[src/rtl/seq_det_event_logger.sv]
// -----------------------------------------------------------------------------
// seq_det_event_logger
//
// Timestamps every detection reported by an upstream 3-ones Mealy recognizer
// and queues the timestamps in a small FIFO for a downstream consumer.
//
// A session runs while en=1. The timestamp counts enabled cycles from 0 and
// restarts at 0 after any cycle with en=0. Each enabled cycle with det_in=1
// is one event; the timestamp of that cycle (before its increment) is pushed.
//
// Ports
//   clk        in   1            rising-edge clock
//   rst_n      in   1            asynchronous active-low reset
//   en         in   1            session enable (shared with the recognizer)
//   det_in     in   1            recognizer detection, sampled at the edge
//   clr        in   1            synchronous clear of all logger state
//   evt_valid  out  1            head event available
//   evt_ready  in   1            consumer accepts the head event
//   evt_ts     out  TS_W         head event timestamp (0 while empty)
//   evt_count  out  CNT_W        saturating count of all detections
//   fifo_level out  log2(DEPTH)+1 number of stored events
//   overflow   out  1            sticky: an event was dropped on a full FIFO
// -----------------------------------------------------------------------------
module seq_det_event_logger #(
  parameter int TS_W  = 16,
  parameter int DEPTH = 4,
  parameter int CNT_W = 8
) (
  input  logic                       clk,
  input  logic                       rst_n,
  input  logic                       en,
  input  logic                       det_in,
  input  logic                       clr,
  output logic                       evt_valid,
  input  logic                       evt_ready,
  output logic [TS_W-1:0]            evt_ts,
  output logic [CNT_W-1:0]           evt_count,
  output logic [$clog2(DEPTH):0]     fifo_level,
  output logic                       overflow
);

  localparam int AW = $clog2(DEPTH);
  localparam int LW = AW + 1;

  localparam logic [LW-1:0]    LVL_FULL = LW'(DEPTH);
  localparam logic [LW-1:0]    LVL_ONE  = LW'(1'b1);
  localparam logic [LW-1:0]    LVL_ZERO = {LW{1'b0}};
  localparam logic [AW-1:0]    PTR_ONE  = AW'(1'b1);
  localparam logic [AW-1:0]    PTR_ZERO = {AW{1'b0}};
  localparam logic [TS_W-1:0]  TS_ONE   = TS_W'(1'b1);
  localparam logic [TS_W-1:0]  TS_ZERO  = {TS_W{1'b0}};
  localparam logic [CNT_W-1:0] CNT_ONE  = CNT_W'(1'b1);
  localparam logic [CNT_W-1:0] CNT_ZERO = {CNT_W{1'b0}};
  localparam logic [CNT_W-1:0] CNT_MAX  = {CNT_W{1'b1}};

  // State registers
  logic [TS_W-1:0]  ts_q,         ts_d;
  logic [AW-1:0]    wr_ptr_q,     wr_ptr_d;
  logic [AW-1:0]    rd_ptr_q,     rd_ptr_d;
  logic [LW-1:0]    fifo_level_q, fifo_level_d;
  logic [CNT_W-1:0] evt_count_q,  evt_count_d;
  logic             overflow_q,   overflow_d;
  logic             evt_valid_q,  evt_valid_d;
  logic [TS_W-1:0]  evt_ts_q,     evt_ts_d;
  logic [TS_W-1:0]  mem_q [DEPTH];
  logic [TS_W-1:0]  mem_d [DEPTH];

  // Per-cycle handshake decodes
  logic push_s;
  logic pop_s;
  logic full_s;
  logic accept_s;

  // Next-state logic for timestamp, FIFO, counter and flags
  always_comb begin
    ts_d         = ts_q;
    wr_ptr_d     = wr_ptr_q;
    rd_ptr_d     = rd_ptr_q;
    fifo_level_d = fifo_level_q;
    evt_count_d  = evt_count_q;
    overflow_d   = overflow_q;
    mem_d        = mem_q;
    accept_s     = 1'b0;

    push_s = en & det_in;
    // evt_valid_q is exactly "FIFO not empty", so evt_ready is ignored when empty
    pop_s  = evt_valid_q & evt_ready;
    full_s = (fifo_level_q == LVL_FULL);

    if (clr) begin
      // clr wins over any same-cycle push or pop
      ts_d         = TS_ZERO;
      wr_ptr_d     = PTR_ZERO;
      rd_ptr_d     = PTR_ZERO;
      fifo_level_d = LVL_ZERO;
      evt_count_d  = CNT_ZERO;
      overflow_d   = 1'b0;
    end else begin
      if (en) begin
        ts_d = ts_q + TS_ONE;
      end else begin
        ts_d = TS_ZERO;
      end

      // Dropped events still count
      if (push_s && (evt_count_q != CNT_MAX)) begin
        evt_count_d = evt_count_q + CNT_ONE;
      end else begin
        evt_count_d = evt_count_q;
      end

      // A full FIFO still accepts a push when the head leaves in the same cycle
      if (push_s && full_s && !pop_s) begin
        accept_s   = 1'b0;
        overflow_d = 1'b1;
      end else begin
        accept_s   = push_s;
        overflow_d = overflow_q;
      end

      if (accept_s) begin
        mem_d[wr_ptr_q] = ts_q;
        wr_ptr_d        = wr_ptr_q + PTR_ONE;
      end else begin
        wr_ptr_d = wr_ptr_q;
      end

      if (pop_s) begin
        rd_ptr_d = rd_ptr_q + PTR_ONE;
      end else begin
        rd_ptr_d = rd_ptr_q;
      end

      case ({accept_s, pop_s})
        2'b10:   fifo_level_d = fifo_level_q + LVL_ONE;
        2'b01:   fifo_level_d = fifo_level_q - LVL_ONE;
        default: fifo_level_d = fifo_level_q;
      endcase
    end

    // Head outputs are registered from the next-state view of the FIFO so a
    // push into an empty FIFO shows up one cycle after the event edge.
    evt_valid_d = (fifo_level_d != LVL_ZERO);
    if (evt_valid_d) begin
      evt_ts_d = mem_d[rd_ptr_d];
    end else begin
      evt_ts_d = TS_ZERO;
    end
  end

  // State update; reset clears everything immediately
  always_ff @(posedge clk or negedge rst_n) begin
    if (!rst_n) begin
      ts_q         <= TS_ZERO;
      wr_ptr_q     <= PTR_ZERO;
      rd_ptr_q     <= PTR_ZERO;
      fifo_level_q <= LVL_ZERO;
      evt_count_q  <= CNT_ZERO;
      overflow_q   <= 1'b0;
      evt_valid_q  <= 1'b0;
      evt_ts_q     <= TS_ZERO;
      for (int i = 0; i < DEPTH; i++) begin
        mem_q[i] <= TS_ZERO;
      end
    end else begin
      ts_q         <= ts_d;
      wr_ptr_q     <= wr_ptr_d;
      rd_ptr_q     <= rd_ptr_d;
      fifo_level_q <= fifo_level_d;
      evt_count_q  <= evt_count_d;
      overflow_q   <= overflow_d;
      evt_valid_q  <= evt_valid_d;
      evt_ts_q     <= evt_ts_d;
      for (int i = 0; i < DEPTH; i++) begin
        mem_q[i] <= mem_d[i];
      end
    end
  end

  assign evt_valid  = evt_valid_q;
  assign evt_ts     = evt_ts_q;
  assign evt_count  = evt_count_q;
  assign fifo_level = fifo_level_q;
  assign overflow   = overflow_q;

endmodule

[config.mk]
export PLATFORM = sky130hd
export DESIGN_NAME = seq_det_event_logger
export DESIGN_NICKNAME = d
export VERILOG_FILES = /design/src/rtl/seq_det_event_logger.sv
export SDC_FILE = /design/constraint.sdc
export NUM_CORES = 1
export LEC_CHECK = 0
export ABC_CLOCK_PERIOD_IN_PS = 3000
export CAP_MARGIN = 30
export CORE_MARGIN = 1.5
export CORE_UTILIZATION = 40
export DETAILED_ROUTE_END_ITERATION = 10
export PLACE_DENSITY_LB_ADDON = 0.05
export SLEW_MARGIN = 15
export SYNTH_ARGS = -nofsm -noshare
export SYNTH_HDL_FRONTEND = slang
export SYNTH_SLANG_ARGS = --single-unit
[constraint.sdc]
create_clock -name clk -period 3 [get_ports clk]
set_input_delay 0.45 -clock clk [delete_from_list [all_inputs] [get_ports clk]]
set_output_delay 0.45 -clock clk [all_outputs]
set_load 0.05 [all_outputs]
==> qor.txt <==
Post-Synthesis Cells: 655
core area: 13,900 sq um
DR vias: 4,830
sw frac: 29.3%
Slew Viols, Final: 0
min cycle time layout: 2.44 ns
CP Class: input pin to flop
root buf cell: clkbuf_16
P_sw: 1.51 mW
Worst slew margin: 51.3%
Port Buf Inserts: 34
RSZ-0062 raised after global routing: false
Resize count post-CTS: 0
Yosys warnings: 0
CTS Sinks: 113
GRT Overall Usage: 23.8%
Clock transition at path regs: 0.05 ns
Clk Latency, worst-skew pair: 0.42 ns
Final Skew: 0.00677 ns
FF-to-FF setup slack: 0.78 ns
Reg power frac: 32.6%
# rows: 43
IO Pins: 35
DR DRC count: 0
Crit path arrival time: 2.73 ns
Worst Tran Pin Value: 0.722 ns
Critical Path Sink Type: flop
initial antenna violation count: 0
internal power consumption: 3.64 mW
Placer Congestion: 0.752
WL final: 16.2 mm
htree depth: 4
setup violators final: 0
CTS Buffer Depth: 2
Synth area leaders: dfrtp_1, nand2_1, or3_1, nand4_1, o21ai_0
Layout Nets: 695
clock group share of total power: 45.3%
reg2reg path depth: 8
# Post-CTS Setup Buffers: 0
chip height: 122 microns
Post-CTS Hold Fix Bufs: 0
slowest CP cell: clkdlybuf4s50_1
crit path buf inv count: 2
max cap viols: 0
share of cells above drive strength 1: 10.4%
Hold Crit Class: input pin to asynchronous set/reset pin
CTS tree: built
Initial Utilization: 40.9%
Tcrit/Tclk final: 81.3%
startpoint types: input pin
synth unique cells: 38
largest net degree at the start of global routing: 54
fmax: 0.410 GHz
setup TNS: 0 ns
Mean Syn Cell Area: 8.66 sq um
most frequent cell after synthesis: nand2_1
first-pass GRT wire length: 26.3 mm
vias in the first global route: 4,819
synthesized area: 5680 sq um
Post-synth EDFFs: 0
Critical R2R Launch: evt_valid
commonest cells in the netlist: nand2_1, dfrtp_1, or3_1
CP Cell Sequence: clkdlybuf4s50_1, and2_1, nor2_1, fa_1, or3_1, and4_4, a211oi_4, buf_12, a21oi_1
post-route ant nets: 0
Fill cells: 1,323
ys flop type: dfrtp_1
Inserted Clock Buffers: 17
TritonRoute pass-1 iters: 5
DIE AREA: 14,900 sq um
Seq cells post-synth: 113
Post-synth ARST share: 100%
initial drt markers: 373
GRT Residual Overflow: 0
pwr/cell area: 741 nW/um^2
Crit path required time: 3.29 ns
post-synth top area cell: dfrtp_1
Synth top area share: 49.8%
Max stage delay on crit path: 0.54 ns
maximum vdd drop: 460 uV
Seq/Total Area, Yosys: 49.8%
syn nets: 668
die width: 122 microns
Final Hold Viols: 0
DP HPWL: 10.0 mm
P&R area growth vs syn: 22.4%
Leakage: 3.25 nW
total inserted antenna cells: 0
outcome: complete, no violations
via/cell ratio: 5.52
Wirelength per Cell: 18.6 microns
Layout Utilization: 50.1%
Combinational Power Share: 22.1%
Crit path max-delay family: simple AND/OR/NAND/NOR gates
Critical R2R Capture: evt_ts[10]
worst-path fanout max: 17
Pwr Total: 5.15 mW
## cells by family after synthesis
kind of cell	count (synthesis)	synth area share, %
DFF	113	49.8
AOI/OAI and AO/OA	97	10.6
and+or+nand+nor	352	29.7
buffers and inverters	63	4.56
adders and majority gates	7	1.68
muxes	1	0.176
xor gates and xnor gates	22	3.40
## how the worst max path moves through the flow
| stage | startpoint | end | slack, ns | depth (start not counted) |
|---|---|---|---|---|
| 2_1_floorplan | evt_valid | evt_ts[10] | 0.35 | 8 |
| 3_3_place_gp | en | evt_ts[13] | 0.21 | 9 |
| 3_5_place_dp | en | evt_ts[13] | 0.14 | 9 |
| 4_1_cts | en | evt_ts[9] | 0.57 | 9 |
| 5_1_grt | en | evt_ts[14] | 0.42 | 9 |
| 6_report | en | evt_ts[10] | 0.56 | 9 |
## registers in the layout, indices dropped and copies added, names as in the netlist
| name | cells |
|---|---|
| mem_q | 64 |
| evt_ts | 16 |
| ts_q | 16 |
| evt_count | 8 |
| fifo_level | 3 |
| rd_ptr_q | 2 |
| wr_ptr_q | 2 |
| evt_valid | 1 |
| overflow | 1 |
## cell type report
cell class / count / area (sq um) / share of cell area (%)
inverter: 12 / 45.0 / 0.648
sequential: 113 / 2830 / 40.7
clock inverter: 11 / 205 / 2.95
multi-input combinational: 479 / 2610 / 37.6
clock buffer: 21 / 480 / 6.92
tap: 180 / 225 / 3.24
timing repair buffer: 59 / 551 / 7.92
## stage by stage
| step | setup slack (ns) | cell area (sq um) | cells | hold slack, ns |
|---|---|---|---|---|
| after global routing | 0.417 | 6950 | 875 | 0.144 |
| after detailed placement | 0.139 | 6260 | 843 | 0.455 |
| after floorplan | 0.346 | 5680 | 655 | 0.154 |
| after global placement | 0.210 | 6260 | 843 | 0.451 |
| final | 0.562 | 6950 | 875 | 0.0928 |
| after CTS | 0.573 | 6950 | 875 | 0.101 |
## placed cells by master (no fill, tap or decap), types with 7 or more instances in the layout
cell type        netlist  layout
a2111oi_0             20      16
a21oi_1               24      24
and3_1                 7       7
buf_4                  0      24
clkbuf_16              0      17
clkdlybuf4s50_1        0      33
dfrtp_1              113     113
inv_1                 11      11
nand2_1              185     185
nand4_1               39      39
nor2_1                29      29
o21ai_0               45      45
or3_1                 68      68
xnor2_1                9       9
xor2_1                13      13
## power by group through the flow
stage               Combinational [mW]  Sequential (mW)  Clock, mW
global route                      1.21             1.69       2.44
floorplan                        0.530             1.89          0
global placement                  1.12             1.70          0
detailed placement                1.13             1.70          0
CTS                               1.13             1.68       2.36
finish                            1.14             1.68       2.33
## metal layers
metal	vias up	wire length [microns]	track usage, %
li1	2312	-	-
met1	2348	7550	32.1
met2	146	7490	36.1
met3	24	856	5.57
met4	0	346	11.4
met5	-	0	0
(Power assumes the default switching activity.)
